`src/rtl/decoder_rr_arbiter_pkg.sv`:
```
// Shared types and the rotating-priority search for the round-robin arbiter.
package decoder_arb_pkg;

  localparam int NUM_REQ = 8;
  localparam int ID_W    = 3;

  typedef enum logic [1:0] {IDLE, GRANT, RELEASE} arb_state_t;

  // Returns {found, id}: the first set request at or after ptr, wrapping mod NUM_REQ.
  function automatic logic [ID_W:0] next_rr(input logic [NUM_REQ-1:0] req,
                                            input logic [ID_W-1:0]    ptr);
    logic [ID_W-1:0] idx;
    next_rr = '0;
    for (int k = NUM_REQ - 1; k >= 0; k--) begin
      idx = ptr + ID_W'(k);
      if (req[idx]) next_rr = {1'b1, idx};
    end
  endfunction

endpackage

```
`src/rtl/decoder_rr_arbiter_decoder_3_8.sv`:
```
// Enabled 3-to-8 one-hot decoder used as the arbiter's grant encoder.
module decoder_3_8 (
  input  logic       en,
  input  logic [2:0] sel,
  output logic [7:0] out
);

  for (genvar gi = 0; gi < 8; gi++) begin : g_dec
    assign out[gi] = en && (sel == 3'(gi));
  end

endmodule

```
`src/rtl/decoder_rr_arbiter.sv`:
```
// Eight-way round-robin arbiter with grant holding, release detection and hold-time limit.
module decoder_rr_arbiter
  import decoder_arb_pkg::*;
#(
  parameter int MAX_HOLD = 16,
  parameter int CNT_W    = 8
) (
  input  logic               clk,
  input  logic               rst,
  input  logic [NUM_REQ-1:0] req,
  output logic [NUM_REQ-1:0] gnt,
  output logic [ID_W-1:0]    gnt_id,
  output logic               busy,
  output logic               timeout,
  output logic [CNT_W-1:0]   hold_cnt
);

  localparam logic [CNT_W-1:0] CNT_MAX   = '1;
  localparam logic [CNT_W-1:0] HOLD_LAST = CNT_W'(MAX_HOLD - 1);

  arb_state_t      state;
  logic [ID_W-1:0] ptr;
  logic [ID_W:0]   pick;

  assign pick = next_rr(req, ptr);

  // Grant is a pure decode of registered state, so it adds no latency.
  decoder_3_8 u_grant_enc (
    .en  (busy),
    .sel (gnt_id),
    .out (gnt)
  );

  always_ff @(posedge clk) begin
    if (rst) begin
      state    <= IDLE;
      ptr      <= '0;
      gnt_id   <= '0;
      busy     <= 1'b0;
      timeout  <= 1'b0;
      hold_cnt <= '0;
    end else begin
      timeout <= 1'b0;
      case (state)
        IDLE: begin
          if (pick[ID_W]) begin
            gnt_id   <= pick[ID_W-1:0];
            busy     <= 1'b1;
            hold_cnt <= '0;
            state    <= GRANT;
          end
        end
        GRANT: begin
          if (hold_cnt != CNT_MAX) hold_cnt <= hold_cnt + CNT_W'(1);
          // A voluntary release wins over an expiry in the same cycle.
          if (!req[gnt_id]) begin
            busy  <= 1'b0;
            state <= RELEASE;
          end else if (MAX_HOLD != 0 && hold_cnt == HOLD_LAST) begin
            busy    <= 1'b0;
            timeout <= 1'b1;
            state   <= RELEASE;
          end
        end
        RELEASE: begin
          // The departing owner becomes lowest priority for the next scan.
          ptr      <= gnt_id + ID_W'(1);
          hold_cnt <= '0;
          state    <= IDLE;
        end
        default: state <= IDLE;
      endcase
    end
  end

endmodule
```
`config.mk`:
```
export PLATFORM = sky130hd
export DESIGN_NAME = decoder_rr_arbiter
export DESIGN_NICKNAME = d
export VERILOG_FILES = /design/src/rtl/decoder_rr_arbiter_pkg.sv /design/src/rtl/decoder_rr_arbiter_decoder_3_8.sv /design/src/rtl/decoder_rr_arbiter.sv
export SDC_FILE = /design/constraint.sdc
export NUM_CORES = 1
export LEC_CHECK = 0
export ABC_AREA = 1
export CAP_MARGIN = 20
export CORE_UTILIZATION = 39
export CTS_BUF_LIST = sky130_fd_sc_hd__clkbuf_2 sky130_fd_sc_hd__clkbuf_4 sky130_fd_sc_hd__clkbuf_8
export DETAILED_ROUTE_END_ITERATION = 7
export GPL_TIMING_DRIVEN = 0
export SETUP_SLACK_MARGIN = 0.15
export SLEW_MARGIN = 10
export SYNTH_ARGS = -nofsm -noshare
export SYNTH_HDL_FRONTEND = slang
export SYNTH_SLANG_ARGS = --single-unit
```
`constraint.sdc`:
```
create_clock -name clk -period 3.1 [get_ports clk]
set_input_delay 0.465 -clock clk [delete_from_list [all_inputs] [get_ports clk]]
set_output_delay 0.465 -clock clk [all_outputs]
set_load 0.05 [all_outputs]
```
==> metrics.txt <==
status=complete, no violations; TritonCTS clock tree=built; minimum clock period=2.51 ns; reg2reg start=ptr[1]; CP Data Arrival Time=2.04 ns; Post-synth ARST share=0%; Syn. warnings=0; IO buf count=30; Max VDD drop=570 uV; Final Setup Violations=0; Synth Cell Area=0.00169 mm2; count leader, synth=nand2_1; drt drc=0; Starting Density=41.3%; Slowest-stage cell, CP=clkdlybuf4s50_1; Clock H-tree levels=1; critical path's most frequent cell=ha_1; Reg2Reg Depth=13; Core ar.=0.00409 mm2; Rows=23; worst-margin pin slew=0.622 ns; Hold Violations, Final=0; vias in the first global route=1545; flops & latches, synth=18; Syn Inst Count=276; Clock Tree Root=clkbuf_8; hold path startpoint=hold_cnt[2]; Sink Count=18; Cell Chain, Critical Path=ha_1, ha_1, nand2_1, inv_1, clkdlybuf4s50_1; max-cap violations=0; DR pass1 iterations=4; hold path depth=2; Post-CTS Setup Bufs=0; Diodes inserted=0; Main synth FF type=dfxtp_1; reg2reg setup slack=0.78 ns; Worst EP required=2.63 ns; hold buffer count at CTS=0; sequential share of the synthesized area=21.3%; Rel. slew slack=58.4%; top cell type by total area after synthesis=dfxtp_1; Final HPWL DP=3410 um; Clock Latency Late Sink=0.25 ns; maximum clock path buffer count=2; Largest stage delay, worst path=0.79 ns; clock transition at the registers of the reported paths=0.07 ns; Met2 Wirelength=1920 um; Layout area overhead=24.8%; initial antenna violation count=0; unrepaired setup endpoints after global routing=no; routability cong.=0.847; Worst setup EP type=primary output; DR vias=1764; Post-synth top cells=79 x nand2_1, 40 x nand3_1, 31 x inv_1; Avg WL per Cell=12.0 um; post-layout util=51.5%; worst hold path type=reg2reg; DRT met1 WL=2250 um; Ports=31; fin crit share=80.9%; post_cts resized=0; CP max FO=9; clock skew=0.00499 ns; Worst setup SP type=flip-flop; Pleak=0.977 nW; Die ar.=0.00459 mm2; All-Layer GR Usage=20.1%; share of the synthesized area in the top cell type=21.3%; syn_nets=295; remaining global-route overflow=0; die height=67.8 um; hold worst-path end=hold_cnt[2]; critical path class=reg2out; die width=67.8 um; library cells used by synthesis=31; mean area per synthesized cell=6.12 um2; final WL=4320 um; reg2reg end=hold_cnt[1]; DR top layer=met4; total CTS buffers=3; ranking of synthesized cells by area=dfxtp_1 21%, nand2_1 18%, nand3_1 12%, inv_1 6.9%, ha_1 6.7%; FMAX=0.399 GHz; drt initial violations=77; Fin Setup TNS=0 ns; largest net degree at the start of global routing=11; EDFF count, synth=0; vias per cell=4.90; met3 wire length=132 um; ratio of cells with drive above 1 in the final layout=11.3%; global-route wire length before repair=7040 um; Power Density=816 mW/mm2; Final Max Slew Viols=0; NumNets Final=330; antenna-violating nets left=0
[through the flow]
stage	worst slack [ns]	cell area [um2]	hold WS, ns	power [mW]	cells
after floorplan	0.964	1690	0.561	1.24	276
after global placement	0.780	2050	0.512	1.53	356
after detailed placement	0.780	2050	0.523	1.54	356
after CTS	0.579	2110	0.537	1.73	360
after global routing	0.427	2110	0.566	1.89	360
final	0.592	2110	0.525	1.72	360
[metal layers]
metal,GRT usage (%),vias up
met5,0,-
met4,2.34,0
met3,2.53,2
met2,33.0,36
met1,28.5,764
li1,-,962
[sequential cells by signal (all words and copies together), names as in the netlist]
name / flops
ptr: 3
state: 2
gnt_id: 3
busy: 1
hold_cnt: 8
timeout: 1
[kinds of logic (layout without fill, tap and decap cells)]
kind of cell               after synthesis  in the layout  share of synthesized area [%]
and+or+nand+nor                        167            167                           45.7
buffers and inverters                   43             77                           11.4
AOI/OAI and AO/OA                       35             35                           11.6
DFF                                     18             18                           21.3
adders and majority gates                9              9                           6.67
xor gates and xnor gates                 4              4                           3.19
[report_power, final]
part | total, mW | internal (mW) | switching [mW]
logic | 1.19 | 0.392 | 0.799
registers | 0.342 | 0.281 | 0.0612
clock network | 0.185 | 0.113 | 0.0718
total | 1.72 | 0.786 | 0.932
[layout make-up]
type	instances	area [um2]
multi-input cells	215	1130
well taps	50	62.6
repair buffers	30	300
clock buffers	4	55.1
inverters	39	154
plain buffers	4	38.8
fillers	438	1980
flip-flops and latches	18	360
[layout by cell type, fill, tap and decap left out, drive strengths merged]
master	n
dfxtp	18
clkdlybuf4s50	30
o22ai	1
xor2	2
a21oi	21
ha	9
nand4	2
a31oi	1
clkbuf	4
or2	3
o221ai	2
buf	4
o21ai	10
inv	39
nand2	84
nor3	2
xnor2	2
nand3	45
and3	1
nor2	26
nor3b	1
nand3b	3
[worst max-delay path by stage]
stage / start / endpoint / cells after the start
3_5_place_dp: ptr[1] / hold_cnt[1] / 13
5_1_grt: gnt_id[0] / gnt[4] / 5
2_1_floorplan: gnt_id[0] / gnt[1] / 3
4_1_cts: gnt_id[0] / gnt[7] / 5
3_3_place_gp: ptr[1] / hold_cnt[1] / 13
6_report: gnt_id[0] / gnt[3] / 5
[critical path, delay by kind of cell, from the launching register on]
family,cells,cell delay [ns]
flops,1,0.49
fa+ha+maj,2,0.39
simple gates,1,0.05
buf+inv,2,0.85
(Power assumes the default switching activity.)
